File: src/rtl/moka_fetch_pkg.sv
// Shared definitions for the moka instruction-fetch front end.
package moka_fetch_pkg;

  localparam int INSTR_BYTES = 4;
  localparam logic [31:0] RV32_NOP = 32'h0000_0013;

  // One prefetched instruction together with the PC it was fetched from.
  typedef struct packed {
    logic [31:0] instr;
    logic [31:0] pc;
  } fetch_entry_t;

  // Width needed to count from 0 up to and including depth.
  function automatic int cnt_width(input int depth);
    return $clog2(depth + 1);
  endfunction

endpackage

File: src/rtl/moka_sync_fifo.sv
// Synchronous FIFO with flush, occupancy count and full/empty flags.
module moka_sync_fifo
  import moka_fetch_pkg::*;
#(
  parameter int WIDTH = 64,
  parameter int DEPTH = 4,
  parameter int CNT_W = cnt_width(DEPTH)
) (
  input  logic             clk,
  input  logic             rst,
  input  logic             flush_i,
  input  logic             push_i,
  input  logic [WIDTH-1:0] wdata_i,
  input  logic             pop_i,
  output logic [WIDTH-1:0] rdata_o,
  output logic [CNT_W-1:0] count_o,
  output logic             full_o,
  output logic             empty_o
);

  localparam int PTR_W = (DEPTH > 1) ? $clog2(DEPTH) : 1;
  localparam logic [PTR_W-1:0] LAST_PTR = PTR_W'(DEPTH - 1);

  logic [WIDTH-1:0] mem_q [DEPTH];
  logic [PTR_W-1:0] wr_ptr_q, rd_ptr_q;
  logic [CNT_W-1:0] count_q, count_d;
  logic             do_push, do_pop;

  // Pointers wrap explicitly so DEPTH need not be a power of two.
  function automatic logic [PTR_W-1:0] next_ptr(input logic [PTR_W-1:0] ptr);
    return (ptr == LAST_PTR) ? '0 : ptr + PTR_W'(1);
  endfunction

  assign full_o  = (count_q == CNT_W'(DEPTH));
  assign empty_o = (count_q == '0);
  assign do_pop  = pop_i & ~empty_o & ~flush_i;
  assign do_push = push_i & ~flush_i & (~full_o | do_pop);
  assign rdata_o = mem_q[rd_ptr_q];
  assign count_o = count_q;

  // Occupancy follows push/pop; simultaneous push and pop cancel out.
  always_comb begin
    count_d = count_q + CNT_W'(do_push) - CNT_W'(do_pop);
  end

  // Storage array: data only, never reset.
  always_ff @(posedge clk) begin
    if (do_push) mem_q[wr_ptr_q] <= wdata_i;
  end

  // Pointer and count state; flush empties the queue in one cycle.
  always_ff @(posedge clk) begin
    if (rst || flush_i) begin
      wr_ptr_q <= '0;
      rd_ptr_q <= '0;
      count_q  <= '0;
    end else begin
      if (do_push) wr_ptr_q <= next_ptr(wr_ptr_q);
      if (do_pop)  rd_ptr_q <= next_ptr(rd_ptr_q);
      count_q <= count_d;
    end
  end

endmodule

File: src/rtl/moka_fetch_unit.sv
// Decoupled instruction fetcher: credit-limited requests, in-order
// prefetch FIFO toward decode, redirect flush with stale-response drop.
module moka_fetch_unit
  import moka_fetch_pkg::*;
#(
  parameter int                    DATA_WIDTH = 32,
  parameter logic [DATA_WIDTH-1:0] RESET_PC   = '0,
  parameter int                    FIFO_DEPTH = 4,
  parameter int                    CNT_W      = cnt_width(FIFO_DEPTH)
) (
  input  logic                  clk,
  input  logic                  rst,
  input  logic                  en,
  input  logic                  redirect_valid,
  input  logic [DATA_WIDTH-1:0] redirect_pc,
  output logic                  imem_req_valid,
  input  logic                  imem_req_ready,
  output logic [DATA_WIDTH-1:0] imem_req_addr,
  input  logic                  imem_rsp_valid,
  input  logic [DATA_WIDTH-1:0] imem_rsp_data,
  output logic                  instr_valid,
  input  logic                  instr_ready,
  output logic [DATA_WIDTH-1:0] instr_data,
  output logic [DATA_WIDTH-1:0] instr_pc,
  output logic [DATA_WIDTH-1:0] instr_pc_plus4
);

  typedef struct packed {
    logic [DATA_WIDTH-1:0] instr;
    logic [DATA_WIDTH-1:0] pc;
  } entry_t;

  localparam logic [DATA_WIDTH-1:0] PC_STEP = DATA_WIDTH'(INSTR_BYTES);
  localparam logic [CNT_W:0]        CREDITS = (CNT_W + 1)'(FIFO_DEPTH);

  logic [DATA_WIDTH-1:0] req_pc_q, req_pc_d;
  logic [DATA_WIDTH-1:0] rsp_pc_q, rsp_pc_d;
  logic [CNT_W-1:0]      outstanding_q, outstanding_d;
  logic [CNT_W-1:0]      drop_cnt_q, drop_cnt_d;
  logic [DATA_WIDTH-1:0] redir_tgt;
  logic [CNT_W-1:0]      fifo_count;
  logic                  fifo_full, fifo_empty;
  logic                  redir, credit_ok, req_fire, rsp_keep, pop, show;
  entry_t                wr_entry, head;

  // A redirect only acts while enabled; the target is forced word-aligned.
  assign redir     = redirect_valid & en;
  assign redir_tgt = redirect_pc & ~DATA_WIDTH'(3);

  // Every FIFO slot is either occupied or reserved by an in-flight request,
  // which is what makes unstallable responses safe to capture.
  assign credit_ok      = ({1'b0, fifo_count} + {1'b0, outstanding_q}) < CREDITS;
  assign imem_req_valid = en & ~rst & ~redirect_valid & credit_ok;
  assign imem_req_addr  = rst ? RESET_PC : req_pc_q;
  assign req_fire       = imem_req_valid & imem_req_ready;

  // Responses from before a redirect (including one landing in the redirect
  // cycle) are discarded; everything else is captured even with en low.
  assign rsp_keep = imem_rsp_valid & (drop_cnt_q == '0) & ~redir;
  assign wr_entry = '{instr: imem_rsp_data, pc: rsp_pc_q};

  assign instr_valid    = ~fifo_empty & en & ~redirect_valid & ~rst;
  assign pop            = instr_valid & instr_ready;
  assign show           = ~fifo_empty & ~rst;
  assign instr_data     = show ? head.instr : '0;
  assign instr_pc       = show ? head.pc : '0;
  assign instr_pc_plus4 = show ? head.pc + PC_STEP : '0;

  moka_sync_fifo #(
    .WIDTH (2 * DATA_WIDTH),
    .DEPTH (FIFO_DEPTH),
    .CNT_W (CNT_W)
  ) u_fifo (
    .clk     (clk),
    .rst     (rst),
    .flush_i (redir),
    .push_i  (rsp_keep),
    .wdata_i (wr_entry),
    .pop_i   (pop),
    .rdata_o (head),
    .count_o (fifo_count),
    .full_o  (fifo_full),
    .empty_o (fifo_empty)
  );

  // Next-state for fetch PCs and the outstanding/drop counters.
  always_comb begin
    req_pc_d      = req_pc_q;
    rsp_pc_d      = rsp_pc_q;
    drop_cnt_d    = drop_cnt_q;
    outstanding_d = outstanding_q + CNT_W'(req_fire) - CNT_W'(imem_rsp_valid);
    if (redir) begin
      req_pc_d   = redir_tgt;
      rsp_pc_d   = redir_tgt;
      drop_cnt_d = outstanding_q - CNT_W'(imem_rsp_valid);
    end else begin
      if (req_fire) req_pc_d = req_pc_q + PC_STEP;
      if (rsp_keep) rsp_pc_d = rsp_pc_q + PC_STEP;
      if (imem_rsp_valid && (drop_cnt_q != '0)) drop_cnt_d = drop_cnt_q - CNT_W'(1);
    end
  end

  // Fetch control state registers.
  always_ff @(posedge clk) begin
    if (rst) begin
      req_pc_q      <= RESET_PC;
      rsp_pc_q      <= RESET_PC;
      outstanding_q <= '0;
      drop_cnt_q    <= '0;
    end else begin
      req_pc_q      <= req_pc_d;
      rsp_pc_q      <= rsp_pc_d;
      outstanding_q <= outstanding_d;
      drop_cnt_q    <= drop_cnt_d;
    end
  end

  // A captured response must always find room in the FIFO.
  always_ff @(posedge clk) begin
    if (!rst) assert (!(rsp_keep && fifo_full && !pop));
  end

endmodule
File: config.mk
export PLATFORM = sky130hd
export DESIGN_NAME = moka_fetch_unit
export DESIGN_NICKNAME = d
export VERILOG_FILES = /design/src/rtl/moka_fetch_pkg.sv /design/src/rtl/moka_sync_fifo.sv /design/src/rtl/moka_fetch_unit.sv
export SDC_FILE = /design/constraint.sdc
export NUM_CORES = 1
export LEC_CHECK = 0
export ABC_AREA = 0
export BUFFER_PORTS_ARGS = -buffer_cell sky130_fd_sc_hd__buf_2
export CORE_ASPECT_RATIO = 1.1
export CORE_UTILIZATION = 60
export CTS_BUF_LIST = sky130_fd_sc_hd__clkbuf_4
export CTS_CLUSTER_DIAMETER = 120
export CTS_CLUSTER_SIZE = 20
export DETAILED_ROUTE_END_ITERATION = 12
export PLACE_DENSITY = 0.83
export SLEW_MARGIN = 10
export SYNTH_ARGS = -nofsm -noshare
export SYNTH_HDL_FRONTEND = slang
export SYNTH_SLANG_ARGS = --single-unit
File: constraint.sdc
create_clock -name clk -period 9.46 [get_ports clk]
set_input_delay 0.473 -clock clk [delete_from_list [all_inputs] [get_ports clk]]
set_output_delay 0.473 -clock clk [all_outputs]
set_load 0.01 [all_outputs]
==> out/qor.yml <==
status: "finished, final reports clean"
grt_usage: 0.252
clk_pin_slew_ns: 0.20
maxSlewHeadroom: 0.172
drt-initial-drc-count: 784
avgSynthCellArea_um2: 13.7
crit_path_end_kind: "primary output"
holdPathStages: 3
max-clock-path-buffers: 3
synth_edf_count: 248
finalSetupTns_ns: 0
place_hpwl_mm: 19.9
grt_pass1_wl_mm: 48.2
cts_buffers: 20
powerDensity_mw_per_mm2: 157
syn_area_mm2: 0.0145
dieArea_mm2: 0.0248
yosysSeqAreaShare: 0.616
grt_overflow: 0
drv_cap: 0
cts_root_buffer: "clkbuf_4"
rrSetupSlack_ns: 5.94
cts_setup_buffers: 0
ys_warn_count: 0
ios: 201
place_ws_ns: 5.16
place_congestion: 0.914
cts_tree: "done"
ys_ff_latch: 323
synth_top_family_by_area: "simple AND/OR/NAND/NOR gates"
drt_pre_antenna_iters: 5
power.leakage_nw: 5.78
hold_end: "rsp_pc_q[8]"
fmax_mhz: 200
synth.top_cells.by_area: "edfxtp_1 (51%), dfxtp_1 (10%), mux4_2 (7.4%)"
yosysTopAreaCell: "edfxtp_1"
synthCells: 1058
final_hold_viol_count: 0
wl_per_cell_um: 20.0
synth-simple-area-share: 0.139
path_class: "reg2out"
drive_above_1_share: 0.242
ctsHtreeMaxLevel: 1
startpoint_type: "flip-flop"
hold_path.startpoint: "redirect_pc[8]"
synthMuxAreaShare: 0.107
synthArstFlopShare: 0
synth_fa_ha_area_frac: 0.0183
worst_slew_pin_slew_ns: 1.23
rsz0062_at_grt: "no"
antenna_found_initial: 2
ff2ff_path_depth: 6
ir_drop_uv: 82.3
clock_skew_ns: 0.0466
finalWorstSetupSlack_ns: 4.47
grt_max_degree: 91
finalCritPeriodShare: 0.528
nNetsFinal: 1339
grt_pass1_vias: 9033
cts_hold_repair.buffers: 32
drc_errors: 0
arrival_ns: 4.52
crit_path_max_fanout: 46
cts.repair.resized: 0
core_area_mm2: 0.0237
cts_sinks: 323
hold_path.class: "in2reg"
setup_violations: 0
die_width_um: 150
vias: 9500
synth_xor_area_frac: 0.0290
reg2reg_from: "u_fifo.count_o[2]"
die_h_um: 165
synth_ff_type: "edfxtp_1"
start_util: 0.613
synth_compound_area_frac: 0.0598
timing.hold.ws_ns: 0.0891
wirelength_mm: 31.4
synthDistinctLibCells: 56
vias_per_cell: 6.05
period_needed_ns: 4.99
synth_top_cell_area_share: 0.513
area_delta_synth_final_pct: 11.9
rows: 59
cp.required_ns: 8.99
io_buffers: 192
clk_latency_ns: 0.69
finalMaxSlewViolations: 0
detail-route-antenna-nets: 0
rr_endpoint: "req_pc_q[28]"
-- synthesized netlist by cell type, types with 12 or more instances --
| master | n |
|---|---|
| a21oi_1 | 54 |
| and2_1 | 60 |
| and3_1 | 18 |
| clkbuf_1 | 43 |
| dfxtp_1 | 75 |
| edfxtp_1 | 248 |
| ha_1 | 18 |
| inv_1 | 26 |
| mux4_1 | 14 |
| mux4_2 | 48 |
| nand2_1 | 35 |
| nand3_1 | 29 |
| nand4_1 | 18 |
| nor2_1 | 68 |
| nor2b_1 | 31 |
| nor3_1 | 22 |
| nor4_1 | 27 |
| o21ai_0 | 12 |
| o21bai_1 | 23 |
| or3_1 | 14 |
| xnor2_1 | 33 |
| xor2_1 | 15 |
-- state kept, by name, summed over array words and instances (netlist names), named ones only --
signal	cells
u_fifo.count_o	3
u_fifo.wr_ptr_q	2
drop_cnt_q	3
u_fifo.mem_q	248
rsp_pc_q	30
u_fifo.rd_ptr_q	2
req_pc_q	30
outstanding_q	3
-- worst max path at each step --
stage / slack, ns / from / endpoint / cells past startpoint
final: 4.47 / flip-flop / instr_pc_plus4[31] / 7
after global routing: 4.09 / flip-flop / instr_pc_plus4[31] / 7
after CTS: 4.35 / flip-flop / instr_pc_plus4[31] / 7
after detailed placement: 5.16 / flip-flop / instr_pc_plus4[31] / 7
after global placement: 5.19 / flip-flop / instr_pc_plus4[24] / 8
after floorplan: 6.11 / rst / u_fifo.mem_q[0][10] / 3
-- layer usage --
metal  GRT usage  share of wire  up-vias
li1            -              -     4399
met1       0.365           0.43     4637
met2       0.421           0.48      431
met3      0.0275          0.075       33
met4      0.0427          0.012        0
met5           0              0        -
-- area by class of cell --
| class | count | area [um^2] |
|---|---|---|
| Antenna cell | 2 | 5.00 |
| Tap cell | 305 | 382 |
| Inverter | 26 | 97.6 |
| Timing Repair Buffer | 234 | 1360 |
| Fill cell | 1632 | 7450 |
| Multi-Input combinational cell | 643 | 5170 |
| Clock buffer | 35 | 263 |
| Sequential cell | 323 | 8950 |
| Clock inverter | 1 | 20.0 |
-- worst max-delay path, stage by stage, from the launching register on --
cell,delay (ns)
dfxtp_4,0.59
buf_4,0.75
mux4_1,0.57
nand4_2,0.22
or4_1,0.74
or4b_1,0.57
a21oi_1,0.18
buf_2,0.17
-- cell families (layout without fill, tap and decap cells) --
family	count (synthesis)	in the layout
xor+xnor	48	48
simple gates	361	361
mux	72	72
compound gates	136	136
flops	323	323
buf+inv	97	296
fa+ha+maj	20	20
other cells	1	8
-- through the flow --
stage / instance area, um^2 / std cells / util / total power, mW
2_1_floorplan: 14500 / 1063 / - / 1.88
3_3_place_gp: 15600 / 1499 / 0.660 / 1.99
3_5_place_dp: 15600 / 1499 / 0.660 / 2.00
4_1_cts: 16200 / 1567 / 0.685 / 2.57
5_1_grt: 16200 / 1569 / 0.686 / 2.66
6_report: 16200 / 1569 / 0.686 / 2.56
-- cells in the final DEF, fill, tap and decap left out, types with 22 or more instances in the layout --
master,netlist,routed
nor3_1,22,22
o21bai_1,23,23
nor4_1,27,27
clkbuf_4,0,35
inv_1,26,26
a21oi_1,54,54
edfxtp_1,248,248
buf_2,9,192
dlygate4sd3_1,0,32
nor2_1,68,67
mux4_2,48,48
nand3_1,29,29
dfxtp_1,75,73
and2_1,60,60
nand2_1,35,34
xnor2_1,33,33
nor2b_1,31,31
-- report_power, final --
part           internal, mW  switching, mW
Combinational         0.141          0.193
Sequential             1.60         0.0483
Clock                 0.171          0.403
Power figures use the tool's default switching activity.
